==> config.mk <==
export PLATFORM = sky130hd
export DESIGN_NAME = npc_mem_arbiter_flat
export DESIGN_NICKNAME = d
export VERILOG_FILES = /design/src/rtl/npc_mem_arbiter_if.sv /design/src/rtl/npc_mem_arbiter.sv /design/src/flat_wrapper.sv
export SDC_FILE = /design/constraint.sdc
export NUM_CORES = 1
export LEC_CHECK = 0
export CORE_AREA = 4 4 194 196
export CTS_CLUSTER_DIAMETER = 100
export DETAILED_ROUTE_END_ITERATION = 12
export DIE_AREA = 0 0 198 200
export SYNTH_ARGS = -nofsm -noshare
export SYNTH_HDL_FRONTEND = slang
export SYNTH_SLANG_ARGS = --single-unit
==> constraint.sdc <==
create_clock -name clk -period 2.65 [get_ports clk]
set_input_delay 0.795 -clock clk [delete_from_list [all_inputs] [get_ports clk]]
set_output_delay 0.795 -clock clk [all_outputs]
set_load 0.01 [all_outputs]
==> src/rtl/npc_mem_arbiter_if.sv <==
// Bundled IFU, LSU and memory-side signals of the npc memory arbiter.
// The arbiter takes the slave view; requesters and the memory model take the master view.
interface npc_mem_arbiter_if #(
    parameter int ADDR_W = 64,
    parameter int DATA_W = 64
);
    logic              if_req_valid;
    logic              if_req_ready;
    logic [ADDR_W-1:0] if_addr;
    logic              if_resp_valid;
    logic [31:0]       if_rdata;

    logic              ls_req_valid;
    logic              ls_req_ready;
    logic [ADDR_W-1:0] ls_addr;
    logic              ls_wen;
    logic [DATA_W-1:0] ls_wdata;
    logic [7:0]        ls_wmask;
    logic              ls_resp_valid;
    logic [DATA_W-1:0] ls_rdata;

    logic              mem_req_valid;
    logic              mem_req_ready;
    logic [ADDR_W-1:0] mem_addr;
    logic              mem_wen;
    logic [DATA_W-1:0] mem_wdata;
    logic [7:0]        mem_wmask;
    logic              mem_resp_valid;
    logic [DATA_W-1:0] mem_rdata;

    logic              busy;
    logic              err;

    modport slave (
        input  if_req_valid, if_addr,
        input  ls_req_valid, ls_addr, ls_wen, ls_wdata, ls_wmask,
        input  mem_req_ready, mem_resp_valid, mem_rdata,
        output if_req_ready, if_resp_valid, if_rdata,
        output ls_req_ready, ls_resp_valid, ls_rdata,
        output mem_req_valid, mem_addr, mem_wen, mem_wdata, mem_wmask,
        output busy, err
    );

    modport master (
        output if_req_valid, if_addr,
        output ls_req_valid, ls_addr, ls_wen, ls_wdata, ls_wmask,
        output mem_req_ready, mem_resp_valid, mem_rdata,
        input  if_req_ready, if_resp_valid, if_rdata,
        input  ls_req_ready, ls_resp_valid, ls_rdata,
        input  mem_req_valid, mem_addr, mem_wen, mem_wdata, mem_wmask,
        input  busy, err
    );
endinterface

==> src/rtl/npc_mem_arbiter.sv <==
// Shares one memory port between IFU fetches and LSU loads/stores, one outstanding
// transaction at a time, returning each response to its issuer with a response timeout.
module npc_mem_arbiter #(
    parameter int ADDR_W  = 64,
    parameter int DATA_W  = 64,
    parameter int TIMEOUT = 255
) (
    input logic              clk,
    input logic              rst,
    npc_mem_arbiter_if.slave bus
);
    typedef enum logic [1:0] {S_IDLE, S_REQ, S_WAIT} state_t;

    localparam logic        OWNER_IF = 1'b0;
    localparam logic        OWNER_LS = 1'b1;
    localparam logic [15:0] CNT_LAST = 16'(TIMEOUT - 1);

    state_t            state;
    state_t            next_state;
    // owner also serves as last_grant: both are only ever updated together on a grant
    logic              owner;
    logic              grant_if;
    logic              grant_ls;
    logic [15:0]       wait_cnt;
    logic [ADDR_W-1:0] addr_q;
    logic              wen_q;
    logic [DATA_W-1:0] wdata_q;
    logic [7:0]        wmask_q;

    always_ff @(posedge clk or negedge rst) begin
        if (!rst) begin
            state <= S_IDLE;
        end else begin
            state <= next_state;
        end
    end

    always_comb begin
        next_state = state;
        case (state)
            S_IDLE:  if (grant_if || grant_ls) next_state = S_REQ;
            S_REQ:   if (bus.mem_req_ready) next_state = S_WAIT;
            S_WAIT:  if (bus.mem_resp_valid || wait_cnt == CNT_LAST) next_state = S_IDLE;
            default: next_state = S_IDLE;
        endcase
    end

    // On a conflict the requester that did not win last time gets the port.
    always_comb begin
        grant_if = 1'b0;
        grant_ls = 1'b0;
        if (rst && state == S_IDLE) begin
            if (bus.if_req_valid && bus.ls_req_valid) begin
                grant_if = (owner == OWNER_LS);
                grant_ls = (owner == OWNER_IF);
            end else begin
                grant_if = bus.if_req_valid;
                grant_ls = bus.ls_req_valid;
            end
        end
        bus.if_req_ready  = grant_if;
        bus.ls_req_ready  = grant_ls;
        bus.mem_req_valid = (state == S_REQ);
        bus.busy          = (state != S_IDLE);
    end

    always_ff @(posedge clk or negedge rst) begin
        if (!rst) begin
            owner             <= OWNER_IF;
            addr_q            <= '0;
            wen_q             <= 1'b0;
            wdata_q           <= '0;
            wmask_q           <= 8'h00;
            wait_cnt          <= 16'd0;
            bus.if_resp_valid <= 1'b0;
            bus.if_rdata      <= 32'h0;
            bus.ls_resp_valid <= 1'b0;
            bus.ls_rdata      <= '0;
            bus.err           <= 1'b0;
        end else begin
            bus.if_resp_valid <= 1'b0;
            bus.ls_resp_valid <= 1'b0;
            bus.err           <= 1'b0;
            case (state)
                S_IDLE: begin
                    if (grant_if) begin
                        owner   <= OWNER_IF;
                        addr_q  <= bus.if_addr;
                        wen_q   <= 1'b0;
                        wdata_q <= '0;
                        wmask_q <= 8'h00;
                    end else if (grant_ls) begin
                        owner   <= OWNER_LS;
                        addr_q  <= bus.ls_addr;
                        wen_q   <= bus.ls_wen;
                        wdata_q <= bus.ls_wdata;
                        wmask_q <= bus.ls_wen ? bus.ls_wmask : 8'h00;
                    end
                end
                S_REQ: begin
                    if (bus.mem_req_ready) wait_cnt <= 16'd0;
                end
                S_WAIT: begin
                    if (bus.mem_resp_valid) begin
                        if (owner == OWNER_LS) begin
                            bus.ls_resp_valid <= 1'b1;
                            bus.ls_rdata      <= bus.mem_rdata;
                        end else begin
                            bus.if_resp_valid <= 1'b1;
                            bus.if_rdata      <= addr_q[2] ? bus.mem_rdata[63:32] : bus.mem_rdata[31:0];
                        end
                    end else if (wait_cnt == CNT_LAST) begin
                        bus.err <= 1'b1;
                        if (owner == OWNER_LS) begin
                            bus.ls_resp_valid <= 1'b1;
                            bus.ls_rdata      <= '0;
                        end else begin
                            bus.if_resp_valid <= 1'b1;
                            bus.if_rdata      <= 32'h0;
                        end
                    end else begin
                        wait_cnt <= wait_cnt + 16'd1;
                    end
                end
                default: ;
            endcase
        end
    end

    assign bus.mem_addr  = addr_q;
    assign bus.mem_wen   = wen_q;
    assign bus.mem_wdata = wdata_q;
    assign bus.mem_wmask = wmask_q;
endmodule

==> src/flat_wrapper.sv <==
// flat-port wrapper written by rule: the top's interface ports become plain ports
module npc_mem_arbiter_flat 
#(
    parameter int ADDR_W  = 64,
    parameter int DATA_W  = 64,
    parameter int TIMEOUT = 255
)
  (clk, rst, bus_if_req_valid, bus_if_addr, bus_ls_req_valid, bus_ls_addr, bus_ls_wen, bus_ls_wdata, bus_ls_wmask, bus_mem_req_ready, bus_mem_resp_valid, bus_mem_rdata, bus_if_req_ready, bus_if_resp_valid, bus_if_rdata, bus_ls_req_ready, bus_ls_resp_valid, bus_ls_rdata, bus_mem_req_valid, bus_mem_addr, bus_mem_wen, bus_mem_wdata, bus_mem_wmask, bus_busy, bus_err);
  npc_mem_arbiter_if #(.ADDR_W(ADDR_W), .DATA_W(DATA_W)) bus_i ();
  input logic clk;
  input logic rst;
  input wire logic [$bits(bus_i.if_req_valid)-1:0] bus_if_req_valid;
  input wire logic [$bits(bus_i.if_addr)-1:0] bus_if_addr;
  input wire logic [$bits(bus_i.ls_req_valid)-1:0] bus_ls_req_valid;
  input wire logic [$bits(bus_i.ls_addr)-1:0] bus_ls_addr;
  input wire logic [$bits(bus_i.ls_wen)-1:0] bus_ls_wen;
  input wire logic [$bits(bus_i.ls_wdata)-1:0] bus_ls_wdata;
  input wire logic [$bits(bus_i.ls_wmask)-1:0] bus_ls_wmask;
  input wire logic [$bits(bus_i.mem_req_ready)-1:0] bus_mem_req_ready;
  input wire logic [$bits(bus_i.mem_resp_valid)-1:0] bus_mem_resp_valid;
  input wire logic [$bits(bus_i.mem_rdata)-1:0] bus_mem_rdata;
  output wire logic [$bits(bus_i.if_req_ready)-1:0] bus_if_req_ready;
  output wire logic [$bits(bus_i.if_resp_valid)-1:0] bus_if_resp_valid;
  output wire logic [$bits(bus_i.if_rdata)-1:0] bus_if_rdata;
  output wire logic [$bits(bus_i.ls_req_ready)-1:0] bus_ls_req_ready;
  output wire logic [$bits(bus_i.ls_resp_valid)-1:0] bus_ls_resp_valid;
  output wire logic [$bits(bus_i.ls_rdata)-1:0] bus_ls_rdata;
  output wire logic [$bits(bus_i.mem_req_valid)-1:0] bus_mem_req_valid;
  output wire logic [$bits(bus_i.mem_addr)-1:0] bus_mem_addr;
  output wire logic [$bits(bus_i.mem_wen)-1:0] bus_mem_wen;
  output wire logic [$bits(bus_i.mem_wdata)-1:0] bus_mem_wdata;
  output wire logic [$bits(bus_i.mem_wmask)-1:0] bus_mem_wmask;
  output wire logic [$bits(bus_i.busy)-1:0] bus_busy;
  output wire logic [$bits(bus_i.err)-1:0] bus_err;
  assign bus_i.if_req_valid = bus_if_req_valid;
  assign bus_i.if_addr = bus_if_addr;
  assign bus_i.ls_req_valid = bus_ls_req_valid;
  assign bus_i.ls_addr = bus_ls_addr;
  assign bus_i.ls_wen = bus_ls_wen;
  assign bus_i.ls_wdata = bus_ls_wdata;
  assign bus_i.ls_wmask = bus_ls_wmask;
  assign bus_i.mem_req_ready = bus_mem_req_ready;
  assign bus_i.mem_resp_valid = bus_mem_resp_valid;
  assign bus_i.mem_rdata = bus_mem_rdata;
  assign bus_if_req_ready = bus_i.if_req_ready;
  assign bus_if_resp_valid = bus_i.if_resp_valid;
  assign bus_if_rdata = bus_i.if_rdata;
  assign bus_ls_req_ready = bus_i.ls_req_ready;
  assign bus_ls_resp_valid = bus_i.ls_resp_valid;
  assign bus_ls_rdata = bus_i.ls_rdata;
  assign bus_mem_req_valid = bus_i.mem_req_valid;
  assign bus_mem_addr = bus_i.mem_addr;
  assign bus_mem_wen = bus_i.mem_wen;
  assign bus_mem_wdata = bus_i.mem_wdata;
  assign bus_mem_wmask = bus_i.mem_wmask;
  assign bus_busy = bus_i.busy;
  assign bus_err = bus_i.err;
  npc_mem_arbiter #(.ADDR_W(ADDR_W), .DATA_W(DATA_W), .TIMEOUT(TIMEOUT)) u_core (.clk(clk), .rst(rst), .bus(bus_i));
endmodule
==> run summary, run 1 <==
Proportion of netlist area held by the largest area contributor: 61.5%
Distinct cells, synth: 40
Syn-to-layout area delta: 65.1%
Routability-driven placement congestion ratio: 0.803
Overall Global Routing Usage: 17.5%
Startpoint Class: register
Inserted Clock Buffers: 30
Minimum clock period: 2.61 ns
Count of pins on the block boundary: 511
Slew Limit Headroom: 46.8%
Pre-Repair DR Iteration Count: 4
Core utilization of the finished layout: 47.5%
Final hold viol count: 0
Synth Area per Inst: 12.6 um^2
Via total after detailed routing: 8,740
Cell area after layout: 17,100 um^2
Depth of the worst register-to-register path: 8
Post-synthesis adder-cell area fraction: 0.241%
Global-route wire length before repair: 55.0 mm
Power density normalized to cell area: 1060 nW/um^2
Result of the run: finished clean
Crit Path Max Fanout: 3
Cell Area, Placed: 16,100 um^2
Classification of the worst setup path: reg -> out
Top cell types by occurrence after synthesis: sky130_fd_sc_hd__dfrtp_1, sky130_fd_sc_hd__a22o_1, sky130_fd_sc_hd__mux2i_1, sky130_fd_sc_hd__nand2_1, sky130_fd_sc_hd__o21ai_0
Number of logic stages on the critical path including buffering: 5
Compound-cell area share of the yosys netlist: 19.3%
Mux share of post-synthesis cell area: 9.36%
Pin count of the biggest net entering global routing: 141
Period utilization: 98.4%
Cells traversed along the worst timing path: or2_1, nor2_2, buf_4, and3_4, buf_6
Sequential cell area fraction in the yosys report: 61.5%
Maximum resistive drop on vdd: 0.648 mV
Static leakage power: 7.80 nW
Critical path capture point type: output pin
Die outline width: 198 um
Total detailed-routing wirelength: 37.3 mm
Via density: 4.80
Share of layout cells above drive strength 1: 6.73%
# fillers: 3,316
IO buf count: 510
Post-synthesis xor/xnor area fraction: 0%
Simple-gate share of the synthesized area: 6.25%
Dominant combinational cell family by area after synthesis: compound AO/OA/AOI/OAI gates
Tightest Hold Check Type: in -> async
Yosys warning count: 0
Post-CTS clock slew at the launch and capture registers of the worst setup and hold paths: 0.06 ns
Start point of the critical path: u_core.state[0]
Detail Placement HPWL: 27.4 mm
Setup repair after global routing missed its margin: true
Slowest cell on crit path: sky130_fd_sc_hd__dfrtp_1
Post-Route Skew: 0.0128 ns
Transition time at the pin with the least slew margin: 0.798 ns
Number of clock sinks seen by CTS: 255
Share of flip-flops with an asynchronous set or reset after synthesis: 100%
Post-synth top flop: sky130_fd_sc_hd__dfrtp_1
End of the worst register-to-register path: u_core.bus.mem_addr[0]
Stage delay of the slowest cell on the critical path: 0.38 ns
Post-route DRC: 0
Number of synthesized flops with an enable pin: 0
Reg-to-reg slack, setup: 0.39 ns
# Max-Cap Violations: 0
Remaining number of nets flagged by the antenna check after routing: 0
Fin. max-slew vios: 0
Cell type with the largest total area after synthesis: sky130_fd_sc_hd__dfrtp_1
Number of antenna violations at the first check in global routing: 1
Clock network latency to the later pin of the worst-skew pair: 0.55 ns
Average routed wire per standard cell: 20.5 um
Post-Syn Instances: 823
Min Hold Slack: 0.232 ns
Vias in the first global route: 9,071
Most common cell in the netlist: sky130_fd_sc_hd__dfrtp_1
Core box area: 36,100 um^2
Critical path's top delay family: simple AND/OR/NAND/NOR gates
Floorplan row count: 70
Global route overflow: 0
Post-layout power: 0.0182 W
Max frequency: 383 MHz
Required time of the critical path: 1.86 ns
Setup violators final: 0
Initial detailed-routing violation count: 296
Count of buffer and inverter cells on the critical path: 2
Die area: 39,600 um^2
CTS tree: done
Total number of nets in the final design: 1,602
CTS root buffer: sky130_fd_sc_hd__clkbuf_16
Crit path arrival time: 1.81 ns
Largest cells by area after synthesis: sky130_fd_sc_hd__dfrtp_1, sky130_fd_sc_hd__a22o_1, sky130_fd_sc_hd__mux2i_1
Number of levels in the clock H-tree: 1
Cell area after technology mapping: 10,400 um^2
Clock Path Buffers: 3
Worst setup path end: bus_ls_req_ready
Net Count, Synth: 1,096
Initial Utilization: 28.7%
Height of the die: 200 um
Flop and latch count out of synthesis: 255
Startpoint of the worst register-to-register path: u_core.state[1]
worst min-delay path by stage:
| stage | from | endpoint | slack, ns |
|---|---|---|---|
| after floorplan | u_core.wait_cnt[15] | u_core.wait_cnt[15] | 0.49 |
| after global placement | u_core.bus.mem_addr[51] | u_core.bus.mem_addr[51] | 0.46 |
| after detailed placement | u_core.bus.mem_wen | u_core.bus.mem_wen | 0.46 |
| after CTS | rst | u_core.wait_cnt[7] | 0.22 |
| after global routing | rst | u_core.bus.err | 0.23 |
| final | rst | u_core.wait_cnt[5] | 0.23 |
registers in the layout, indices dropped and copies added (netlist names):
register and cells:
u_core.owner 1, u_core.bus.mem_wen 1, u_core.bus.err 1, u_core.wait_cnt 16, u_core.state 2, u_core.bus.if_resp_valid 1
u_core.bus.if_rdata 32, u_core.bus.mem_wdata 64, u_core.bus.mem_wmask 8, u_core.bus.ls_resp_valid 1, u_core.bus.ls_rdata 64, u_core.bus.mem_addr 64
cells in the final DEF (no fill, tap or decap), types with 5 or more instances in the layout:
master / count
sky130_fd_sc_hd__clkdlybuf4s50_1: 505
sky130_fd_sc_hd__dfrtp_1: 254
sky130_fd_sc_hd__a22o_1: 136
sky130_fd_sc_hd__mux2i_1: 97
sky130_fd_sc_hd__nand2_1: 73
sky130_fd_sc_hd__o21ai_0: 68
sky130_fd_sc_hd__o2bb2ai_1: 33
sky130_fd_sc_hd__clkbuf_16: 30
sky130_fd_sc_hd__buf_4: 19
sky130_fd_sc_hd__nand3_1: 15
sky130_fd_sc_hd__clkbuf_1: 13
sky130_fd_sc_hd__and3_1: 11
sky130_fd_sc_hd__buf_12: 11
sky130_fd_sc_hd__nor3_1: 8
sky130_fd_sc_hd__inv_1: 6
sky130_fd_sc_hd__a211o_1: 6
sky130_fd_sc_hd__nand4_1: 5
sky130_fd_sc_hd__clkbuf_8: 5
cells by family (layout without fill, tap and decap cells):
kind of cell,after synthesis,after routing
other cells,0,1
compound gates,259,259
buf+inv,74,603
simple gates,136,136
fa+ha+maj,2,2
mux,97,97
flops,255,255
where the power goes:
part | total (W) | switching (W) | leakage, nW | internal, W
clock network | 0.00404 | 0.00162 | 0.472 | 0.00242
registers | 0.00651 | 0.000982 | 3.27 | 0.00553
logic | 0.00766 | 0.00318 | 4.06 | 0.00448
total | 0.0182 | 0.00578 | 7.80 | 0.0124
metrics by stage:
stage	cells	setup TNS, ns	setup WS [ns]
floorplan	823	0	0.302
global placement	1764	-14.09	-0.472
detailed placement	1764	-15.50	-0.466
CTS	1820	-0.0381	-0.0381
global route	1820	-0.0501	-0.0395
finish	1821	0	0.0417
repair_timing:
action	4_1_cts	5_1_grt
buffers inserted	1	0
pin swaps	3	1
hold buffers	0	0
hold endpoints to repair	0	0
gates resized for setup	15	2
endpoints found under the setup margin	3	4
area by class of cell:
| class | instances | area (um^2) | area share (%) |
|---|---|---|---|
| antenna | 1 | 2.50 | 0.0146 |
| sequential | 255 | 6380 | 37.3 |
| timing repair buffer | 540 | 5480 | 32.0 |
| tap | 468 | 586 | 3.42 |
| clock buffer | 48 | 868 | 5.07 |
| clock inverter | 7 | 96.3 | 0.562 |
| inverter | 8 | 32.5 | 0.190 |
| multi-input combinational | 494 | 3680 | 21.5 |
per-layer routing:
| metal | share of wire, % | global-route usage [%] |
|---|---|---|
| met2 | 49 | 30.1 |
| met4 | 1.8 | 3.93 |
| met3 | 8.0 | 4.60 |
| met1 | 41 | 22.2 |
| met5 | 0.019 | 0 |
(Power assumes the default switching activity.)
==> inputs of run 2 (changes only) <==
--- a/config.mk
+++ b/config.mk
@@ -5,6 +5,7 @@
 export SDC_FILE = /design/constraint.sdc
 export NUM_CORES = 1
 export LEC_CHECK = 0
+export CAP_MARGIN = 20
 export CORE_AREA = 4 4 194 196
 export CTS_CLUSTER_DIAMETER = 100
 export DETAILED_ROUTE_END_ITERATION = 12
==> results of run 2 <==
The final DEF is identical to that of run 1; final timing and power are the same.
==> inputs of run 3 (changes only) <==
--- a/config.mk
+++ b/config.mk
@@ -6,10 +6,11 @@
 export NUM_CORES = 1
 export LEC_CHECK = 0
 export CAP_MARGIN = 20
-export CORE_AREA = 4 4 194 196
+export CORE_AREA = 2 2 198 200
+export CTS_BUF_LIST = sky130_fd_sc_hd__clkbuf_4 sky130_fd_sc_hd__clkbuf_8 sky130_fd_sc_hd__clkbuf_16
 export CTS_CLUSTER_DIAMETER = 100
 export DETAILED_ROUTE_END_ITERATION = 12
-export DIE_AREA = 0 0 198 200
+export DIE_AREA = 0 0 200 202
 export SYNTH_ARGS = -nofsm -noshare
 export SYNTH_HDL_FRONTEND = slang
 export SYNTH_SLANG_ARGS = --single-unit
==> run 3 against run 2 <==
Effect of this change: critical path depth fell by 1; critical path type is now in -> out; final cell count rose by 2.3%; design area rose by 0.24%; power rose by 1.2%; largest cell class unchanged.
==> run summary, run 3 (synthesis results as in run 1) <==
Result of the run: finished clean
Clock Path Buffers: 3
Maximum resistive drop on vdd: 0.560 mV
Share of layout cells above drive strength 1: 7.07%
Setup slack after placement: -0.382 ns
Routability-driven placement congestion ratio: 0.764
Die outline width: 200 um
Number of antenna violations at the first check in global routing: 0
Period utilization: 97.1%
Crit Path Max Fanout: 3
Total number of nets in the final design: 1,594
CTS root buffer: sky130_fd_sc_hd__clkbuf_16
Count of pins on the block boundary: 511
Setup repair bufs after CTS: 0
Global route overflow: 0
Classification of the worst setup path: in -> out
# Max-Cap Violations: 0
Post-Route Skew: 0.0237 ns
Core utilization of the finished layout: 44.8%
Floorplan row count: 72
Number of antenna cells inserted: 0
CTS Hold Bufs: 0
Post-route DRC: 0
Cell area after layout: 17,200 um^2
Max frequency: 389 MHz
Length of routed met2 wiring: 17.0 mm
Leading cell types in the layout, fill and taps excluded: sky130_fd_sc_hd__clkdlybuf4s50_1, sky130_fd_sc_hd__dfrtp_1, sky130_fd_sc_hd__a22o_1, sky130_fd_sc_hd__mux2i_1, sky130_fd_sc_hd__nand2_1
Number of levels in the clock H-tree: 1
Count of placed standard cells in the final layout, fillers left out: 1,862
Power density normalized to cell area: 1070 nW/um^2
Via density: 4.65
Initial Utilization: 27.1%
Setup violators final: 0
Clock network latency to the later pin of the worst-skew pair: 0.57 ns
Average routed wire per standard cell: 18.8 um
Remaining number of nets flagged by the antenna check after routing: 0
Post-CTS clock slew at the launch and capture registers of the worst setup and hold paths: 0.06 ns
Startpoint Class: input port
# fillers: 3,594
Post-layout power: 0.0184 W
Via total after detailed routing: 8,667
Setup repair after global routing missed its margin: false
Required time of the critical path: 1.86 ns
Syn-to-layout area delta: 65.5%
Tightest Hold Check Type: in -> async
Crit path arrival time: 1.78 ns
Cell Area, Placed: 16,100 um^2
Number of clock sinks seen by CTS: 255
IO buf count: 510
Die area: 40,400 um^2
Static leakage power: 7.80 nW
Core box area: 38,300 um^2
Fin. max-slew vios: 0
Critical path capture point type: output pin
Total detailed-routing wirelength: 35.0 mm
Global-route wire length before repair: 53.4 mm
Height of the die: 202 um
Initial detailed-routing violation count: 366
Met3 WL: 3.23 mm
Vias in the first global route: 8,941
Inserted Clock Buffers: 31
Transition time at the pin with the least slew margin: 0.782 ns
Post-Place Cells: 1,806
Pre-Repair DR Iteration Count: 4
Final hold viol count: 0
Overall Global Routing Usage: 16.9%
CTS tree: done
Pin count of the biggest net entering global routing: 127
Worst path setup slack after routing: 0.0765 ns
Most common cell after layout, fill and taps aside: sky130_fd_sc_hd__clkdlybuf4s50_1
Top layer in use: met4
Detail Placement HPWL: 24.8 mm
Met1 WL: 14.2 mm
Slew Limit Headroom: 47.9%
Minimum clock period: 2.57 ns
## run 3: where the power goes
group / switching [W] / internal [W] / total (W)
registers: 0.000960 / 0.00553 / 0.00649
logic: 0.00315 / 0.00443 / 0.00758
clock network: 0.00168 / 0.00267 / 0.00435
total: 0.00579 / 0.0126 / 0.0184
## run 3: layout make-up
cell class / count / area, um^2 / share of cell area [%]
multi-input combinational: 494 / 3680 / 21.5
clock buffer: 47 / 958 / 5.58
inverter: 8 / 30.0 / 0.175
tap: 518 / 648 / 3.77
sequential: 255 / 6380 / 37.2
timing repair buffer: 531 / 5360 / 31.2
clock inverter: 9 / 103 / 0.598
## run 3: final timing paths
path / start / endpoint / slack (ns) / cells past startpoint
max in group asynchronous: rst / u_core.bus.ls_rdata[11] / 0.73 / 4
worst max-delay path: bus_if_req_valid / bus_ls_req_ready / 0.08 / 4
worst min-delay path: rst / u_core.bus.mem_addr[19] / 0.34 / 2
worst max register to register: u_core.state[1] / u_core.bus.mem_wmask[4] / 0.27 / 7
min in group clk: u_core.bus.mem_addr[9] / u_core.bus.mem_addr[9] / 0.47 / 2
worst min register to register: u_core.bus.mem_addr[9] / u_core.bus.mem_addr[9] / 0.47 / 2
## run 3: critical path, cell delays in order
cell	delay, ns
sky130_fd_sc_hd__clkdlybuf4s50_1	0.57
sky130_fd_sc_hd__nand2_1	0.08
sky130_fd_sc_hd__and3_4	0.21
sky130_fd_sc_hd__buf_6	0.12
## run 3: timing repair
action,CTS,global route
endpoints found under the setup margin,2,2
gates resized for setup,11,1
cloned,0,0
## run 3: metal layers
| metal | vias to the layer above | track usage, % |
|---|---|---|
| met1 | 4205 | 20.5 |
| met4 | 0 | 4.42 |
| met3 | 33 | 5.07 |
| li1 | 4062 | - |
| met2 | 367 | 28.9 |
| met5 | - | 0 |
## run 3: through the flow
stage,setup TNS [ns],hold slack (ns)
finish,0,0.338
global route,0,0.375
CTS,0,0.336
detailed placement,-4.70,0.469
global placement,-3.52,0.461
floorplan,0,0.488
